File: src/rtl/dmem_arbiter_pkg.sv
// ---------------------------------------------------------------------------
// dmem_arb_pkg
//   Shared constants and the FSM state encoding for the data-memory arbiter.
//   Imported by the interface, the round-robin picker and the arbiter top.
// ---------------------------------------------------------------------------
package dmem_arb_pkg;

    // Default build configuration.
    localparam int DEF_NUM_REQ = 2;
    localparam int DEF_ADDR_W  = 32;
    localparam int DEF_DATA_W  = 32;
    localparam int DEF_DEPTH   = 32;

    // Idle cycles without an owner request before a lock is dropped.
    localparam int LOCK_TIMEOUT = 16;

    // Access FSM encoding, kept as plain constants so legacy tools can use it.
    typedef logic [1:0] state_t;
    localparam state_t IDLE   = 2'd0;
    localparam state_t ACCESS = 2'd1;
    localparam state_t DONE   = 2'd2;

endpackage

File: src/rtl/dmem_arbiter_if.sv
// ---------------------------------------------------------------------------
// dmem_arbiter_if
//   Bundles the requester side and memory side of the data-memory arbiter.
//   Requester side : req, we, addr, wdata (flattened per requester),
//                    ack (one-hot), rdata, err.
//   Memory side    : mem_addr, mem_wr_enb, mem_wr_data, mem_val.
//   DMEM_ARB_LOCK_EN adds the per-requester lock input.
//   Modports: slave  - the arbiter
//             master - requesters plus memory (the environment)
// ---------------------------------------------------------------------------
interface dmem_arbiter_if
    import dmem_arb_pkg::*;
#(
    parameter int NUM_REQ = DEF_NUM_REQ,
    parameter int ADDR_W  = DEF_ADDR_W,
    parameter int DATA_W  = DEF_DATA_W
) ();

    logic [NUM_REQ-1:0]        req;
    logic [NUM_REQ-1:0]        we;
    logic [NUM_REQ*ADDR_W-1:0] addr;
    logic [NUM_REQ*DATA_W-1:0] wdata;
    logic [NUM_REQ-1:0]        ack;
    logic [DATA_W-1:0]         rdata;
    logic                      err;
    logic [ADDR_W-1:0]         mem_addr;
    logic                      mem_wr_enb;
    logic [DATA_W-1:0]         mem_wr_data;
    logic [DATA_W-1:0]         mem_val;
`ifdef DMEM_ARB_LOCK_EN
    logic [NUM_REQ-1:0]        lock;
`endif

    modport slave (
`ifdef DMEM_ARB_LOCK_EN
        input  lock,
`endif
        input  req, we, addr, wdata, mem_val,
        output ack, rdata, err, mem_addr, mem_wr_enb, mem_wr_data
    );

    modport master (
`ifdef DMEM_ARB_LOCK_EN
        output lock,
`endif
        output req, we, addr, wdata, mem_val,
        input  ack, rdata, err, mem_addr, mem_wr_enb, mem_wr_data
    );

endinterface

File: src/rtl/dmem_arbiter_rr_picker.sv
// ---------------------------------------------------------------------------
// rr_picker
//   Combinational round-robin selection. Scans the request vector starting
//   one past the last winner, wrapping modulo NUM_REQ; the first set bit wins.
//   Ports: i_req   - request vector
//          i_last  - index of the previous winner
//          o_grant - one-hot grant
//          o_idx   - index of the granted requester
//          o_any   - at least one request present
// ---------------------------------------------------------------------------
module rr_picker
    import dmem_arb_pkg::*;
#(
    parameter int NUM_REQ = DEF_NUM_REQ,
    parameter int IDX_W   = $clog2(NUM_REQ)
) (
    input  logic [NUM_REQ-1:0] i_req,
    input  logic [IDX_W-1:0]   i_last,
    output logic [NUM_REQ-1:0] o_grant,
    output logic [IDX_W-1:0]   o_idx,
    output logic               o_any
);

    logic [IDX_W-1:0] w_cand;

    always_comb begin
        // NOTE: every output gets a default before the loop so no path leaves
        // a value unassigned, which would otherwise infer a latch.
        o_grant = '0;
        o_idx   = '0;
        o_any   = 1'b0;
        w_cand  = '0;
        // k == NUM_REQ revisits the last winner itself, so it only wins when
        // nobody else is asking.
        for (int k = 1; k <= NUM_REQ; k++) begin
            w_cand = IDX_W'((int'(i_last) + k) % NUM_REQ);
            if (!o_any && i_req[w_cand]) begin
                o_any           = 1'b1;
                o_grant[w_cand] = 1'b1;
                o_idx           = w_cand;
            end
        end
    end

endmodule

File: src/rtl/dmem_arbiter.sv
// ---------------------------------------------------------------------------
// dmem_arbiter
//   Round-robin arbiter sharing a single-port data memory between NUM_REQ
//   requesters. Each grant runs IDLE -> ACCESS -> DONE: operands are latched
//   at grant, the memory is driven for the single ACCESS cycle, and a one-hot
//   ack with rdata/err is presented for the DONE cycle.
//   Ports: clk, rst (async, active-high)
//          bus - dmem_arbiter_if.slave (requester and memory signals)
//   Optional: DMEM_ARB_LOCK_EN - a winner finishing with lock high keeps
//   exclusive ownership until it finishes an access with lock low, or until
//   LOCK_TIMEOUT consecutive idle cycles pass without an owner request.
// ---------------------------------------------------------------------------
module dmem_arbiter
    import dmem_arb_pkg::*;
#(
    parameter int NUM_REQ = DEF_NUM_REQ,
    parameter int ADDR_W  = DEF_ADDR_W,
    parameter int DATA_W  = DEF_DATA_W,
    parameter int DEPTH   = DEF_DEPTH
) (
    input  logic           clk,
    input  logic           rst,
    dmem_arbiter_if.slave  bus
);

    localparam int IDX_W = $clog2(NUM_REQ);

    state_t              r_state;
    logic [IDX_W-1:0]    r_last;      // previous winner, also current owner when locked
    logic [NUM_REQ-1:0]  r_grant;
    logic                r_we;
    logic [ADDR_W-1:0]   r_addr;
    logic [DATA_W-1:0]   r_wdata;
    logic [NUM_REQ-1:0]  r_ack;
    logic [DATA_W-1:0]   r_rdata;
    logic                r_err;

    logic [ADDR_W-1:0]   w_addr_arr [NUM_REQ];
    logic [DATA_W-1:0]   w_wdata_arr [NUM_REQ];
    logic [NUM_REQ-1:0]  w_req_eff;
    logic [NUM_REQ-1:0]  w_grant;
    logic [IDX_W-1:0]    w_idx;
    logic                w_any;
    logic                w_in_range;

    for (genvar g = 0; g < NUM_REQ; g++) begin : g_unpack
        assign w_addr_arr[g]  = bus.addr[g*ADDR_W +: ADDR_W];
        assign w_wdata_arr[g] = bus.wdata[g*DATA_W +: DATA_W];
    end

`ifdef DMEM_ARB_LOCK_EN
    localparam int CNT_W = $clog2(LOCK_TIMEOUT);

    logic             r_own_vld;
    logic [CNT_W-1:0] r_idle_cnt;

    // Ownership is decided from the winner's lock at the DONE exit; r_last
    // names the owner because only the owner can win while a lock is held.
    always_ff @(posedge clk or posedge rst) begin
        if (rst) begin
            r_own_vld  <= 1'b0;
            r_idle_cnt <= '0;
        end else if (r_state == DONE) begin
            r_own_vld  <= bus.lock[r_last];
            r_idle_cnt <= '0;
        end else if (r_state == IDLE && r_own_vld && !bus.req[r_last]) begin
            if (r_idle_cnt == CNT_W'(LOCK_TIMEOUT - 1)) begin
                r_own_vld <= 1'b0;
            end else begin
                r_idle_cnt <= r_idle_cnt + 1'b1;
            end
        end
    end

    assign w_req_eff = r_own_vld ? (bus.req & (NUM_REQ'(1) << r_last)) : bus.req;
`else
    assign w_req_eff = bus.req;
`endif

    rr_picker #(
        .NUM_REQ (NUM_REQ),
        .IDX_W   (IDX_W)
    ) u_picker (
        .i_req   (w_req_eff),
        .i_last  (r_last),
        .o_grant (w_grant),
        .o_idx   (w_idx),
        .o_any   (w_any)
    );

    // Full-width unsigned compare so huge addresses never alias into range.
    assign w_in_range = (r_addr < ADDR_W'(DEPTH));

    always_ff @(posedge clk or posedge rst) begin
        // NOTE: state updates use non-blocking assignments so every register
        // samples the pre-edge values, independent of statement order.
        if (rst) begin
            r_state <= IDLE;
            r_last  <= IDX_W'(NUM_REQ - 1);
            r_grant <= '0;
            r_we    <= 1'b0;
            r_addr  <= '0;
            r_wdata <= '0;
            r_ack   <= '0;
            r_rdata <= '0;
            r_err   <= 1'b0;
        end else begin
            case (r_state)
                IDLE: begin
                    if (w_any) begin
                        r_grant <= w_grant;
                        r_last  <= w_idx;
                        r_we    <= bus.we[w_idx];
                        r_addr  <= w_addr_arr[w_idx];
                        r_wdata <= w_wdata_arr[w_idx];
                        r_state <= ACCESS;
                    end
                end
                ACCESS: begin
                    r_rdata <= (w_in_range && !r_we) ? bus.mem_val : '0;
                    r_err   <= !w_in_range;
                    r_ack   <= r_grant;
                    r_state <= DONE;
                end
                DONE: begin
                    r_ack   <= '0;
                    r_err   <= 1'b0;
                    r_rdata <= '0;
                    r_state <= IDLE;
                end
                default: r_state <= IDLE;
            endcase
        end
    end

    // Address and write data come straight from the operand registers, so
    // they hold their last values outside ACCESS; only the enable is gated.
    assign bus.mem_addr    = r_addr;
    assign bus.mem_wr_data = r_wdata;
    assign bus.mem_wr_enb  = (r_state == ACCESS) && r_we && w_in_range;

    assign bus.ack   = r_ack;
    assign bus.rdata = r_rdata;
    assign bus.err   = r_err;

endmodule

File: src/flat_wrapper.sv
// flat-port wrapper written by rule: the top's interface ports become plain ports
module dmem_arbiter_flat import dmem_arb_pkg::*;
#(
    parameter int NUM_REQ = DEF_NUM_REQ,
    parameter int ADDR_W  = DEF_ADDR_W,
    parameter int DATA_W  = DEF_DATA_W,
    parameter int DEPTH   = DEF_DEPTH
)
  (clk, rst, bus_req, bus_we, bus_addr, bus_wdata, bus_mem_val, bus_ack, bus_rdata, bus_err, bus_mem_addr, bus_mem_wr_enb, bus_mem_wr_data);
  dmem_arbiter_if #(.NUM_REQ(NUM_REQ), .ADDR_W(ADDR_W), .DATA_W(DATA_W)) bus_i ();
  input  logic clk;
  input  logic rst;
  input wire logic [$bits(bus_i.req)-1:0] bus_req;
  input wire logic [$bits(bus_i.we)-1:0] bus_we;
  input wire logic [$bits(bus_i.addr)-1:0] bus_addr;
  input wire logic [$bits(bus_i.wdata)-1:0] bus_wdata;
  input wire logic [$bits(bus_i.mem_val)-1:0] bus_mem_val;
  output wire logic [$bits(bus_i.ack)-1:0] bus_ack;
  output wire logic [$bits(bus_i.rdata)-1:0] bus_rdata;
  output wire logic [$bits(bus_i.err)-1:0] bus_err;
  output wire logic [$bits(bus_i.mem_addr)-1:0] bus_mem_addr;
  output wire logic [$bits(bus_i.mem_wr_enb)-1:0] bus_mem_wr_enb;
  output wire logic [$bits(bus_i.mem_wr_data)-1:0] bus_mem_wr_data;
  assign bus_i.req = bus_req;
  assign bus_i.we = bus_we;
  assign bus_i.addr = bus_addr;
  assign bus_i.wdata = bus_wdata;
  assign bus_i.mem_val = bus_mem_val;
  assign bus_ack = bus_i.ack;
  assign bus_rdata = bus_i.rdata;
  assign bus_err = bus_i.err;
  assign bus_mem_addr = bus_i.mem_addr;
  assign bus_mem_wr_enb = bus_i.mem_wr_enb;
  assign bus_mem_wr_data = bus_i.mem_wr_data;
  dmem_arbiter #(.NUM_REQ(NUM_REQ), .ADDR_W(ADDR_W), .DATA_W(DATA_W), .DEPTH(DEPTH)) u_core (.clk(clk), .rst(rst), .bus(bus_i));
endmodule
File: config.mk
export PLATFORM = sky130hd
export DESIGN_NAME = dmem_arbiter_flat
export DESIGN_NICKNAME = d
export VERILOG_FILES = /design/src/rtl/dmem_arbiter_pkg.sv /design/src/rtl/dmem_arbiter_if.sv /design/src/rtl/dmem_arbiter_rr_picker.sv /design/src/rtl/dmem_arbiter.sv /design/src/flat_wrapper.sv
export SDC_FILE = /design/constraint.sdc
export NUM_CORES = 1
export LEC_CHECK = 0
export BUFFER_PORTS_ARGS = -buffer_cell sky130_fd_sc_hd__buf_2
export CORE_ASPECT_RATIO = 1.25
export CORE_MARGIN = 5
export CORE_UTILIZATION = 30
export DETAILED_ROUTE_END_ITERATION = 6
export PLACE_DENSITY = 0.6
export RECOVER_POWER = 25
export SLEW_MARGIN = 20
export SYNTH_ARGS = -nofsm -noshare
export SYNTH_HDL_FRONTEND = slang
export SYNTH_HIERARCHICAL = 1
export SYNTH_SLANG_ARGS = --single-unit
File: constraint.sdc
create_clock -name clk -period 3.8 [get_ports clk]
set_clock_uncertainty 0.2 [all_clocks]
set_input_delay 0.57 -clock clk [delete_from_list [all_inputs] [get_ports clk]]
set_output_delay 0.57 -clock clk [all_outputs]
set_load 0.005 [all_outputs]
==> results.md <==
- Type of origin of the critical path: register
- Crit path required time: 3.03 ns
- Status: finished with violations
- Mux contribution to synthesized area: 12.4%
- Synth Area in Simple Gates: 17.1%
- Placed instance area: 7020 sq um
- Buffers & Inverters on Critical Path: 2
- Fin nets: ~930
- Bufs on Longest Clock Path: 2
- Finished Cell Area: between 7000 and 8000 sq um
- Root Buffer: clkbuf_16
- Core box area: 18100 sq um
- Dpl cells: 979
- Min-delay src: u_core/r_grant[1]
- Peak supply drop: 272 uV
- Rows: 55
- Global-route wire length before repair: 25500 microns
- Minimum clock period: 2.81 ns
- Worst slew margin: -58.5%
- CTS tree: yes
- Initial DRC count: 217
- Number of I/O pins: 266
- Hold crit path type: reg2reg
- Post-route antenna net violation count: 0
- Sink Count: between 100 and 150
- Die area: 21200 sq um
- Critical-path cell list: nor4_2, nand4_2, buf_4, nor3_1, buf_2
- CP startpoint: u_core/bus.mem_addr[29]
- Reg2reg path depth: 6
- Leakage: 3.40 nW
- Via/cell ratio: 4.79
- Total power: 4.69 mW
- Unrepaired setup endpoints after global routing: false
- Share of cells above drive strength 1: 44.1%
- Synth Area in Compound Gates: 14.0%
- R2R Path Start: u_core/r_state[0]
- Largest net degree at the start of global routing: between 80 and 90
- Post-Syn Area: 5510 sq um
- Total grt overflow: 0
- Largest family of logic cells by synthesized area: simple AND/OR/NAND/NOR gates
- Slew Viols, Final: between 50 and 60
- Worst path arrival time: roughly 2.0 ns
- Final HPWL DP: 11800 microns
- Critical path peak fanout: 34
- Worst R2R End: u_core/bus.rdata[18]
- GRT Total Usage: 14.6%
- DP Worst Slack: roughly 1.3 ns
- Clk_lat worst skew: 0.35 ns
- Final Cycle Share: between 70% and 80%
- PnR worst setup slack: 0.994 ns
- Area growth, synth to finish: 32.5%
- FF+latch count, synth: approximately 110
- R2r setup slk: approximately 1.2 ns
- # resized after CTS: 0
- Max Cap Viol: 1
- Worst Hold Slack: 0.290 ns
- DRC violations left: 0
- Starting Density: 30.4%
- Syn avg cell area: between 10 and 15 sq um
- Xor/xnor share of the synthesized area: 0%
- Pre-Repair DR Iteration Count: 4
- Slowest-stage cell, CP: nor4_2
- Post-synth cell types: 33
- Primary FF master, synth: dfrtp_1
- Die H: about 160 microns
- Via count: ~4800
- H-tree depth: 3
- Hold-fix buffers, CTS: 0
- Worst Setup End Kind: output port
- Crit path max-delay family: simple AND/OR/NAND/NOR gates
- Post-Synth Adder-Cell Area: 1.14%
- Number of setup buffers added after CTS: 0
- Post-synth net total: 691
- Sequential area share after synthesis: 47.7%
- Final setup TNS: 0 ns
- Routed wire length per instance: around 16 microns
- Failing checks: max-capacitance violations, max-slew violations
- Fmax: 0.356 GHz
- Non-filler instance count after layout: 996
- Clock-pin slew on the worst setup and hold paths: 0.07 ns
- Synth Instances: 520
- Final WL: 16200 microns
- Final Setup Violations: 0
- End of the critical path: bus_mem_wr_enb
- Worst-margin pin slew: 2.36 ns
- Synth warnings: 6
- Die width: 131 microns
- Initial antenna violation count: 2
- Finished Core Util: 40.3%
- Synth async-reset ratio: 100%
- Port Buffer Count: 265
- Final hold violations: 0
- Vias in the first global route: slightly below 5000
- Number of synthesized flops with an enable pin: 0
- GPL Wtd Cong: between 0.7 and 0.8
- Crit path largest cell delay: 0.42 ns
- P per Cell Area: 642 nW/um^2
- CTS Buf Count: 9
- Crit Path Category: reg2out
- WP depth: 5
-- worst reg2reg max path, stage by stage, from the launching register on --
cell and delay [ns]:
dfrtp_1 0.38, inv_1 0.10, ha_1 0.84, buf_4 0.45, nor4bb_1 0.29, nand4_1 0.15, o22ai_2 0.12
-- worst min path at each step --
stage | endpoint | slack (ns) | depth (start not counted)
2_1_floorplan | u_core/r_grant[1] | 0.26 | 1
3_3_place_gp | u_core/r_grant[1] | 0.28 | 1
3_5_place_dp | u_core/r_grant[1] | 0.28 | 1
4_1_cts | u_core/bus.mem_wr_data[3] | 0.13 | 2
5_1_grt | u_core/bus.mem_wr_data[24] | 0.31 | 3
6_report | u_core/r_grant[1] | 0.29 | 1
-- registers in the layout, summed over array words and instances (netlist names) --
| register | cells |
|---|---|
| u_core/bus.mem_addr | 32 |
| u_core/bus.mem_wr_data | 32 |
| u_core/bus.rdata | 32 |
| u_core/bus.ack | 2 |
| u_core/r_grant | 2 |
| u_core/r_state | 2 |
| u_core/bus.err | 1 |
| u_core/r_last | 1 |
| u_core/r_we | 1 |
-- synthesized netlist by cell type (4+ instances only) --
cell        n  area [sq um]
buf_2      19          95.1
nor2_1     66           248
inv_1      38           143
nor4bb_1   31           310
mux2i_1    65           651
o22ai_2    30           375
nor4_2      4          50.1
buf_4      10          75.1
dfrtp_1   104          2600
ha_1        5          62.6
nand4_1    33           206
a21oi_1    66           330
clkbuf_1   16          60.1
nand2_1     4          15.0
-- layer usage --
metal,routed length (microns),global-route usage [%],up-vias
li1,-,-,2337
met1,6750,18.4,2213
met2,7950,24.2,196
met3,1260,4.02,18
met4,282,4.63,2
met5,7,0,-
-- layout make-up --
type	count	area [sq um]
antenna	1	2.50
clock buffer	11	243
clock inverter	5	38.8
fill	1881	10800
inverter	38	144
multi-input combinational	328	2480
sequential	105	2630
tap	228	285
timing repair buffer	280	1480
-- power by group --
| group | internal, mW | switching, mW | total [mW] |
|---|---|---|---|
| sequential | 1.50 | 0.281 | 1.79 |
| clock | 0.467 | 0.424 | 0.890 |
| combinational | 0.828 | 1.18 | 2.01 |
-- cells in the final DEF (no fill, tap or decap), types with 4 or more instances in the layout --
cell       count
nor4_2         4
ha_1           5
nor4bb_1      31
inv_1         37
clkbuf_16      9
nor2_1        66
nand2_1        4
buf_2        265
nand4_1       33
dfrtp_1      104
o22ai_2       30
a21oi_1       66
buf_4         12
mux2i_1       65
-- logic make-up (layout without fill, tap and decap cells) --
kind of cell | Yosys count | count (layout)
compound gates | 106 | 106
flops | 105 | 105
mux | 68 | 68
other cells | 0 | 1
simple gates | 149 | 149
buf+inv | 87 | 334
fa+ha+maj | 5 | 5
No activity file was read; power rests on OpenSTA's default activity.
